<file path="src/rtl/vec_mem_seq_pkg.sv">
// Shared types and constants for the vector memory/add sequencer.
package vec_pkg;

    localparam int LANES  = 4;
    localparam int LANE_W = 8;

    typedef enum logic [1:0] {
        OP_VLOAD  = 2'b00,
        OP_VSTORE = 2'b01,
        OP_VADD   = 2'b10,
        OP_RSVD   = 2'b11
    } op_e;

    typedef enum logic [2:0] {
        S_IDLE,
        S_BASE,
        S_RD_ADDR,
        S_RD_CAPT,
        S_WR_BEAT,
        S_ADD_SUM,
        S_VWB
    } state_e;

    localparam logic [2:0] MEMIN_R1 = 3'b100;

endpackage

</file>
<file path="src/rtl/vec_mem_seq_if.sv">
// Handshake with the main FSM plus the datapath strobes driven by the sequencer.
interface vec_mem_seq_if #(
    parameter int LANES = vec_pkg::LANES
);
    logic             start;
    logic [1:0]       op;
    logic             busy;
    logic             done;
    logic             mem_own;
    logic             MemRead;
    logic             MemWrite;
    logic [2:0]       MemIn;
    logic             R2Sel;
    logic             R2Ld;
    logic             X1Load;
    logic             X2Load;
    logic             VoutSel;
    logic [LANES-1:0] TLd;
    logic             VRFWrite;

    modport master (
        output start, op,
        input  busy, done, mem_own, MemRead, MemWrite, MemIn, R2Sel, R2Ld,
               X1Load, X2Load, VoutSel, TLd, VRFWrite
    );

    modport slave (
        input  start, op,
        output busy, done, mem_own, MemRead, MemWrite, MemIn, R2Sel, R2Ld,
               X1Load, X2Load, VoutSel, TLd, VRFWrite
    );

endinterface

</file>
<file path="src/rtl/vec_mem_seq_lane_onehot.sv">
// Beat index to lane enable, MSB-first: index 0 selects the top bit (lane T0).
module lane_onehot #(
    parameter int LANES = 4,
    parameter int IDX_W = 2
) (
    input  logic [IDX_W-1:0] i_idx,
    output logic [LANES-1:0] o_onehot
);

    always_comb begin
        o_onehot = '0;
        for (int i = 0; i < LANES; i++) begin
            o_onehot[LANES-1-i] = (int'(i_idx) == i);
        end
    end

endmodule

</file>
<file path="src/rtl/vec_mem_seq.sv">
// Sequencer for VLOAD/VSTORE/VADD: Moore-decodes datapath strobes from state and beat.
//
//   state   | meaning
//   IDLE    | waiting for start; scalar path owns memory input mux
//   BASE    | load R2 base and/or X operands for the latched op
//   RD_ADDR | present R2 to memory, read strobe
//   RD_CAPT | capture read data into one T lane, advance R2
//   WR_BEAT | write one X1 lane at R2, advance R2
//   ADD_SUM | load all T lanes from the adder
//   VWB     | write T lanes to the VRF, finish
module vec_mem_seq
    import vec_pkg::*;
#(
    parameter int LANES = vec_pkg::LANES
) (
    input  logic          clock,
    input  logic          reset,
    vec_mem_seq_if.slave  bus
);

    localparam int BEAT_W = (LANES > 1) ? $clog2(LANES) : 1;

    state_e             r_state;
    state_e             w_state_nxt;
    logic [BEAT_W-1:0]  r_beat;
    logic [BEAT_W-1:0]  w_beat_nxt;
    op_e                r_op;
    logic               w_last_beat;
    logic [LANES-1:0]   w_lane_oh;

    lane_onehot #(
        .LANES (LANES),
        .IDX_W (BEAT_W)
    ) u_lane_onehot (
        .i_idx    (r_beat),
        .o_onehot (w_lane_oh)
    );

    assign w_last_beat = (r_beat == BEAT_W'(LANES - 1));

    always_ff @(posedge clock or negedge reset) begin
        if (!reset) begin
            r_state <= S_IDLE;
            r_beat  <= '0;
            r_op    <= OP_VLOAD;
        end else begin
            r_state <= w_state_nxt;
            r_beat  <= w_beat_nxt;
            if (r_state == S_IDLE && bus.start) begin
                r_op <= op_e'(bus.op);
            end
        end
    end

    always_comb begin
        w_state_nxt  = r_state;
        w_beat_nxt   = r_beat;
        bus.busy     = (r_state != S_IDLE);
        bus.done     = 1'b0;
        bus.mem_own  = 1'b0;
        bus.MemRead  = 1'b0;
        bus.MemWrite = 1'b0;
        bus.MemIn    = MEMIN_R1;
        bus.R2Sel    = 1'b0;
        bus.R2Ld     = 1'b0;
        bus.X1Load   = 1'b0;
        bus.X2Load   = 1'b0;
        bus.VoutSel  = 1'b1;
        bus.TLd      = '0;
        bus.VRFWrite = 1'b0;

        case (r_state)
            S_IDLE: begin
                w_beat_nxt = '0;
                if (bus.start) begin
                    w_state_nxt = S_BASE;
                end
            end
            S_BASE: begin
                case (r_op)
                    OP_VLOAD: begin
                        bus.R2Ld    = 1'b1;
                        w_state_nxt = S_RD_ADDR;
                    end
                    OP_VSTORE: begin
                        bus.R2Ld    = 1'b1;
                        bus.X1Load  = 1'b1;
                        w_state_nxt = S_WR_BEAT;
                    end
                    OP_VADD: begin
                        bus.X1Load  = 1'b1;
                        bus.X2Load  = 1'b1;
                        w_state_nxt = S_ADD_SUM;
                    end
                    default: begin
                        bus.done    = 1'b1;
                        w_state_nxt = S_IDLE;
                    end
                endcase
            end
            S_RD_ADDR: begin
                bus.mem_own = 1'b1;
                bus.MemRead = 1'b1;
                w_state_nxt = S_RD_CAPT;
            end
            S_RD_CAPT: begin
                bus.TLd   = w_lane_oh;
                bus.R2Ld  = 1'b1;
                bus.R2Sel = 1'b1;
                if (w_last_beat) begin
                    w_beat_nxt  = '0;
                    w_state_nxt = S_VWB;
                end else begin
                    w_beat_nxt  = r_beat + 1'b1;
                    w_state_nxt = S_RD_ADDR;
                end
            end
            S_WR_BEAT: begin
                bus.mem_own  = 1'b1;
                bus.MemWrite = 1'b1;
                bus.MemIn    = 3'(r_beat);
                bus.R2Ld     = 1'b1;
                bus.R2Sel    = 1'b1;
                if (w_last_beat) begin
                    bus.done    = 1'b1;
                    w_beat_nxt  = '0;
                    w_state_nxt = S_IDLE;
                end else begin
                    w_beat_nxt  = r_beat + 1'b1;
                end
            end
            S_ADD_SUM: begin
                bus.TLd     = '1;
                bus.VoutSel = 1'b0;
                w_state_nxt = S_VWB;
            end
            S_VWB: begin
                bus.VRFWrite = 1'b1;
                bus.done     = 1'b1;
                w_state_nxt  = S_IDLE;
            end
            default: begin
                w_beat_nxt  = '0;
                w_state_nxt = S_IDLE;
            end
        endcase
    end

endmodule

</file>
<file path="src/flat_wrapper.sv">
// flat-port wrapper written by rule: the top's interface ports become plain ports
module vec_mem_seq_flat import vec_pkg::*;
#(
    parameter int LANES = vec_pkg::LANES
)
  (clock, reset, bus_start, bus_op, bus_busy, bus_done, bus_mem_own, bus_MemRead, bus_MemWrite, bus_MemIn, bus_R2Sel, bus_R2Ld, bus_X1Load, bus_X2Load, bus_VoutSel, bus_TLd, bus_VRFWrite);
  vec_mem_seq_if #(.LANES(LANES)) bus_i ();
  input  logic clock;
  input  logic reset;
  input wire logic [$bits(bus_i.start)-1:0] bus_start;
  input wire logic [$bits(bus_i.op)-1:0] bus_op;
  output wire logic [$bits(bus_i.busy)-1:0] bus_busy;
  output wire logic [$bits(bus_i.done)-1:0] bus_done;
  output wire logic [$bits(bus_i.mem_own)-1:0] bus_mem_own;
  output wire logic [$bits(bus_i.MemRead)-1:0] bus_MemRead;
  output wire logic [$bits(bus_i.MemWrite)-1:0] bus_MemWrite;
  output wire logic [$bits(bus_i.MemIn)-1:0] bus_MemIn;
  output wire logic [$bits(bus_i.R2Sel)-1:0] bus_R2Sel;
  output wire logic [$bits(bus_i.R2Ld)-1:0] bus_R2Ld;
  output wire logic [$bits(bus_i.X1Load)-1:0] bus_X1Load;
  output wire logic [$bits(bus_i.X2Load)-1:0] bus_X2Load;
  output wire logic [$bits(bus_i.VoutSel)-1:0] bus_VoutSel;
  output wire logic [$bits(bus_i.TLd)-1:0] bus_TLd;
  output wire logic [$bits(bus_i.VRFWrite)-1:0] bus_VRFWrite;
  assign bus_i.start = bus_start;
  assign bus_i.op = bus_op;
  assign bus_busy = bus_i.busy;
  assign bus_done = bus_i.done;
  assign bus_mem_own = bus_i.mem_own;
  assign bus_MemRead = bus_i.MemRead;
  assign bus_MemWrite = bus_i.MemWrite;
  assign bus_MemIn = bus_i.MemIn;
  assign bus_R2Sel = bus_i.R2Sel;
  assign bus_R2Ld = bus_i.R2Ld;
  assign bus_X1Load = bus_i.X1Load;
  assign bus_X2Load = bus_i.X2Load;
  assign bus_VoutSel = bus_i.VoutSel;
  assign bus_TLd = bus_i.TLd;
  assign bus_VRFWrite = bus_i.VRFWrite;
  vec_mem_seq #(.LANES(LANES)) u_core (.clock(clock), .reset(reset), .bus(bus_i));
endmodule
</file>
<file path="config.mk">
export PLATFORM = sky130hd
export DESIGN_NAME = vec_mem_seq_flat
export DESIGN_NICKNAME = d
export VERILOG_FILES = /design/src/rtl/vec_mem_seq_pkg.sv /design/src/rtl/vec_mem_seq_if.sv /design/src/rtl/vec_mem_seq_lane_onehot.sv /design/src/rtl/vec_mem_seq.sv /design/src/flat_wrapper.sv
export SDC_FILE = /design/constraint.sdc
export NUM_CORES = 1
export LEC_CHECK = 0
export CORE_ASPECT_RATIO = 0.8
export CORE_MARGIN = 2
export CORE_UTILIZATION = 39
export DETAILED_ROUTE_END_ITERATION = 8
export HOLD_SLACK_MARGIN = 0.05
export PLACE_DENSITY_LB_ADDON = 0.25
export SLEW_MARGIN = 0
export SYNTH_ARGS = -nofsm -noshare
export SYNTH_HDL_FRONTEND = slang
export SYNTH_SLANG_ARGS = --single-unit
</file>
<file path="constraint.sdc">
create_clock -name clock -period 1.5 [get_ports clock]
set_clock_uncertainty 0.15 [all_clocks]
set_input_delay 0.3 -clock clock [delete_from_list [all_inputs] [get_ports clock]]
set_output_delay 0.3 -clock clock [all_outputs]
set_load 0.02 [all_outputs]
</file>
==> metrics, run 1 <==
Synth top area share about a quarter; initial antenna violation count 0; post-DP HPWL 1374 um; Final Cycle Share 128.1%; fin util roughly 95%; final setup violating endpoints 22; total number of vias around 910; IO buf count 22; sequential share of power a little over a tenth; vias in the first global route roughly 800; Non-Filler Instances 158; Starting Density 41.31%; core area between 1500 and 2000 um2; Num CTS Buffers 3; r2r endpoint u_core.r_beat[0]; fmax ~0.52 GHz; post-route ant nets 0; VDD IR max ~1.9 mV; row count 13; Gate power share 84.3%; Synth area leaders dfrtp_1, ha_1, nand2b_1; # clock sinks 7; largest net degree at the start of global routing 19; FF-to-FF setup slack -370 ps; critical path arrival 1470 ps; Gate Count Post-Synth approximately 80; setup ws final -421.9 ps; first-pass GRT wire length about 4200 um; Die Ht 41.13 um; CTS tree done; Vias/cell ~5.7; post-layout net count 150; Sw Ratio a little under half; most common library cells after synthesis ha_1, inv_1, a21oi_1, dfrtp_1, nor2_1; DR iter-0 viols 38; synthesized area per cell between 8 and 9 um2; element type at the critical path start flop; RSZ-0062 raised after global routing true; Die ar. 2073 um2; switching power approximately 1900 uW; clock root cell clkbuf_4; Synth Flop Type dfrtp_1; diode count 0; Period minus WS final between 1500 and 2000 ps; Placed Instances around 140; Synth area leader dfrtp_1; worst skew pair latency ~270 ps; critical path capture point type output pin; LEAKAGE 0.0006573 uW; clock-pin slew on the worst setup and hold paths ~70 ps; Net Count, Synth 91; asr flop ratio synth 100.0%; GR Util All Layers 28.64%; Worst Hold Class in2async; failing checks negative setup slack; hold_buf cts 0; area grow syn2layout 129.2%; Clock Tree Buf Depth 2; R2R depth 5; Crit Path Class reg2out; 1st-pass router iterations 4; Critical R2R Launch u_core.r_beat[0]; Yosys warning count 0; share of layout cells above drive strength 1 77.94%; outcome finished, violations left; Setup WS pre-CTS -552.7 ps; Max Slew Vio Count 0; Sum Neg Setup Slack -6935 ps; drt total wl around 3700 um; Int Pwr 2059 uW; number of I/O pins 23; #FFs+latches synth 7; max-cap violations 0; H-tree depth 1; Wirelength per Cell about 23 um; relative slew slack about three quarters; Clk pwr share around 4.7%; Worst Max-Slew Pin Slew approximately 350 ps; post-synthesis sequential area ratio a little over a quarter; crit-path max FO 7; total power just under 4000 uW; Residual DRC 0; number of synthesized flops with an enable pin 0; power density over cell area ~2600 nW/um2; post-synthesis cell type count 28; Syn Std Cell Area 671.9 um2; GRT overflow 0; Final Wtd Congestion about 0.75; Die X 50.41 um; WP data required 1050 ps; Final Hold Fails 0
==> registers in the layout, summed over array words and instances (netlist names) <==
name / flops
u_core.r_op: 2
u_core.r_beat: 2
u_core.r_state: 3
==> kinds of logic after synthesis <==
kind of cell	count (synthesis)	synth area share [%]
AO/OA/AOI/OAI	15	13.59
XOR/XNOR	1	1.304
adder cells (fa/ha/maj)	8	14.90
buffers and inverters	15	10.24
flip-flops	7	26.07
multiplexers	2	3.352
AND/OR/NAND/NOR	30	30.54
==> metrics by stage <==
| step | hold slack (ps) | cell area, um2 |
|---|---|---|
| 2_1_floorplan | -145.6 | 777.0 |
| 3_3_place_gp | 411.6 | 1135 |
| 3_5_place_dp | 420.1 | 1135 |
| 4_1_cts | 159.2 | 1478 |
| 5_1_grt | 173.9 | 1540 |
| 6_report | 150.9 | 1540 |
==> worst max path at each step <==
stage	startpoint	endpoint
floorplan	u_core.r_state[1]	bus_TLd[0]
detailed placement	u_core.r_state[1]	bus_done
global placement	u_core.r_state[1]	bus_MemIn[1]
global route	u_core.r_op[0]	bus_X1Load
CTS	u_core.r_op[0]	bus_done
finish	u_core.r_state[1]	bus_TLd[0]
==> power groups by stage <==
stage | clock network [uW] | registers (uW) | logic (uW)
CTS | 178 | 384 | 2820
floorplan | 0 | 349 | 1290
global route | 197 | 431 | 3440
detailed placement | 0 | 352 | 2100
finish | 186 | 432 | 3310
global placement | 0 | 349 | 2060
==> repair_timing <==
action	CTS	global route
gates cloned	1	0
gates resized for setup	147	18
setup endpoints to repair	22	22
setup buffers	16	4
pin swaps	19	8
==> cell usage in the layout (no fill, tap or decap), drive strengths merged, types with 3 or more instances in the layout <==
| cell | n |
|---|---|
| clkdlybuf4s50 | 4 |
| nand2b | 6 |
| inv | 8 |
| dfrtp | 7 |
| nor2 | 7 |
| o21ai | 3 |
| clkbuf | 3 |
| buf | 57 |
| ha | 8 |
| nand3b | 5 |
| a21oi | 7 |
==> area by class of cell <==
class	count	area, um2
multi-input combinational	56	703.2
timing repair buffer	61	563.0
sequential	7	178.9
fill	44	86.33
inverter	8	40.04
tap	22	27.53
clock buffer	3	22.52
clock inverter	1	5.005
==> critical path, stage by stage (launching register included) <==
cell	delay, ps
dfrtp_1	410
buf_6	170
buf_8	140
nand3b_1	150
a21oi_2	180
buf_4	160
==> routing by layer <==
layer	global-route usage (%)	up-vias	part of all wire, %
met3	4.015	12	7.1
met5	0	-	0
li1	-	385	-
met4	12.16	0	2.7
met1	37.17	443	39
met2	49.34	66	51
(Power assumes the default switching activity.)
==> run 2: changes to the inputs <==
--- a/config.mk
+++ b/config.mk
@@ -5,9 +5,11 @@
 export SDC_FILE = /design/constraint.sdc
 export NUM_CORES = 1
 export LEC_CHECK = 0
+export CELL_PAD_IN_SITES_DETAIL_PLACEMENT = 2
+export CELL_PAD_IN_SITES_GLOBAL_PLACEMENT = 2
 export CORE_ASPECT_RATIO = 0.8
 export CORE_MARGIN = 2
-export CORE_UTILIZATION = 39
+export CORE_UTILIZATION = 22
 export DETAILED_ROUTE_END_ITERATION = 8
 export HOLD_SLACK_MARGIN = 0.05
 export PLACE_DENSITY_LB_ADDON = 0.25
==> run 2 against run 1 <==
Compared with the run above:
- critical path depth shrank 1
- fmax rose by 4.5%
- worst hold slack improved by 37 ps
- non-clock buffer count decreased by 4
- sequential share of layout area up 0.67 points
- routed wire length fell by 21%
- total power shrank 8.9%
- sequential cell count unchanged
- largest cell class unchanged
- die area is 70% higher
- global-route usage fell by 11 points
- final cell count is 7.6% higher
- the flow still finishes with violations (negative setup slack)
- critical path type unchanged
==> metrics, run 2 (same netlist as run 1, synthesis figures left out) <==
outcome finished, violations left; failing checks negative setup slack; setup ws final -339.4 ps (+82.52 ps); relative slew slack 77.91% (+1.4 points); GR Util All Layers 17.37% (-11 points); Setup WS pre-CTS -625.7 ps (-72.96 ps); crit-path max FO 8 (+1); R2R depth 4 (-1); Filler Cell Count 298 (+580%); Die Ht 53.43 um (+30%); 1st-pass router iterations 2 (-2); r2r endpoint u_core.r_beat[0]; Clk pwr share 7.5% (+2.8 points); RSZ-0062 raised after global routing true; critical path arrival 1390 ps (-80 ps); diode count 0 (unchanged); Gate power share 80.9% (-3.4 points); Final Wtd Congestion 0.7124 (-5.2%); share of layout cells above drive strength 1 71.97% (-6.0 points); Die ar. 3515 um2 (+70%); final setup violating endpoints 21 (-4.5%); commonest non-fill, non-tap cell in the layout buf_4; drt total wl 2909 um (-21%); Starting Density 23.75% (-18 points); # clock sinks 7 (unchanged); Final Hold Fails 0 (unchanged); Crit Path Class reg2out; Post-DP Area 1170 um2 (+3.1%); core area 2829 um2 (+74%); CTS tree done; number of I/O pins 23 (unchanged); Max Slew Vio Count 0 (unchanged); FF-to-FF setup slack -180 ps (+190 ps); max-cap violations 0 (unchanged); GRT overflow 0 (unchanged); commonest cells after routing, fill and taps aside buf_4, buf_6, nand3b_1; design area 1466 um2 (-4.8%); element type at the critical path start flop; WP data required 1050 ps (about the same); row count 17 (+4); post-DP HPWL 1971 um (+43%); fmax 0.5437 GHz (+4.5%); Worst Hold Class in2async; critical path capture point type output pin; switching power 1591 uW (-15%); Critical R2R Launch u_core.r_beat[0]; Clock Tree Buf Depth 2 (unchanged); max reg flops 3 (unchanged); Wirelength per Cell 17.11 um (-27%); power density over cell area 2441 nW/um2 (-4.3%); Worst Max-Slew Pin Slew 330.4 ps (-21.34 ps); IO buf count 22 (unchanged); worst skew pair latency 230 ps (-40 ps); Regs by FF count u_core.r_state: 3 flops, u_core.r_beat: 2 flops, u_core.r_op: 2 flops; Final Cycle Share 122.6% (-5.5 points); clock-pin slew on the worst setup and hold paths 40 ps (-30 ps); VDD IR max 1.284 mV (-33%); vias in the first global route 879 (+9.7%); Die X 65.79 um (+31%); DR iter-0 viols 21 (-45%); largest net degree at the start of global routing 14 (-5); post-route ant nets 0 (unchanged); clock root cell clkbuf_8; LEAKAGE 0.0006196 uW (-5.7%); Int Pwr 1989 uW (-3.4%); register name with the most flops u_core.r_state; first-pass GRT wire length 4464 um (+6.4%); Vias/cell 4.688 (-18%); fin util 51.84% (-43 points); initial antenna violation count 0 (unchanged); total number of vias 797 (-12%); post-layout net count 146 (-2.7%); Sw Ratio 44.45% (-3.2 points); Num CTS Buffers 3 (unchanged); sequential share of power 11.6% (+0.6 points); H-tree depth 1 (unchanged); Period minus WS final 1839 ps (-82.52 ps); Residual DRC 0 (unchanged); area grow syn2layout 118.3%
run 2: cell types whose count changed in the layout (fill, tap and decap cells not counted), moves of 2 or more:
cell,change
nand2b_4,-3
ha_4,-2
nand2b_2,+2
clkbuf_4,-3
buf_6,-3
clkbuf_8,+3
inv_1,+2
ha_1,+3
run 2: how the worst max path moves through the flow:
stage	from	endpoint	slack (ps)
after CTS	u_core.r_state[1]	bus_busy	-330
after floorplan	u_core.r_state[1]	bus_TLd[0]	-130
after global routing	u_core.r_state[2]	bus_MemIn[1]	-390
after global placement	u_core.r_state[1]	bus_MemIn[0]	-570
final	u_core.r_state[1]	bus_busy	-340
after detailed placement	u_core.r_state[1]	bus_MemIn[1]	-630
run 2: cell type report:
| type | count | area, um2 | share of cell area, % |
|---|---|---|---|
| multi-input cells | 56 | 640.6 | 43.69 |
| repair buffers | 57 | 518.0 | 35.32 |
| flip-flops and latches | 7 | 180.2 | 12.29 |
| well taps | 38 | 47.55 | 3.242 |
| clock buffers | 4 | 45.04 | 3.072 |
| inverters | 8 | 35.03 | 2.389 |
run 2: timing repair:
item | in CTS | in global routing
hold buffers | 0 | 0
endpoints found under the setup margin | 22 | 23
gates cloned | 0 | 1
pin swaps | 9 | 3
resized for setup | 121 | 23
buffers inserted | 8 | 4
run 2: metrics by stage:
step	std cells	setup TNS [ps]	power, uW	hold WS [ps]
3_5_place_dp	155	-10110	2603	446.3
4_1_cts	166	-5586	3268	203.7
2_1_floorplan	78	-1131	1634	-145.6
6_report	170	-5693	3580	187.6
3_3_place_gp	155	-9242	2500	399.4
5_1_grt	170	-6913	3809	209.9
run 2: power by group through the flow:
stage | clock [uW] | sequential, uW | combinational [uW]
floorplan | 0 | 349 | 1290
global placement | 0 | 363 | 2140
detailed placement | 0 | 376 | 2230
CTS | 274 | 383 | 2610
global route | 295 | 435 | 3080
finish | 268 | 416 | 2900
run 2: metal layers:
| metal | vias up | wire length [um] | GRT usage, % |
|---|---|---|---|
| met1 | 403 | 1292 | 20.61 |
| met4 | 0 | 22 | 6.250 |
| met3 | 2 | 72 | 2.340 |
| met2 | 14 | 1521 | 31.99 |
| met5 | - | 0 | 0 |
| li1 | 378 | - | - |
run 2: worst max-delay path, stage by stage, from the launching register on:
cell and delay [ps]:
dfrtp_1 400, buf_6 150, buf_6 120, or3_4 360
buf_6 140
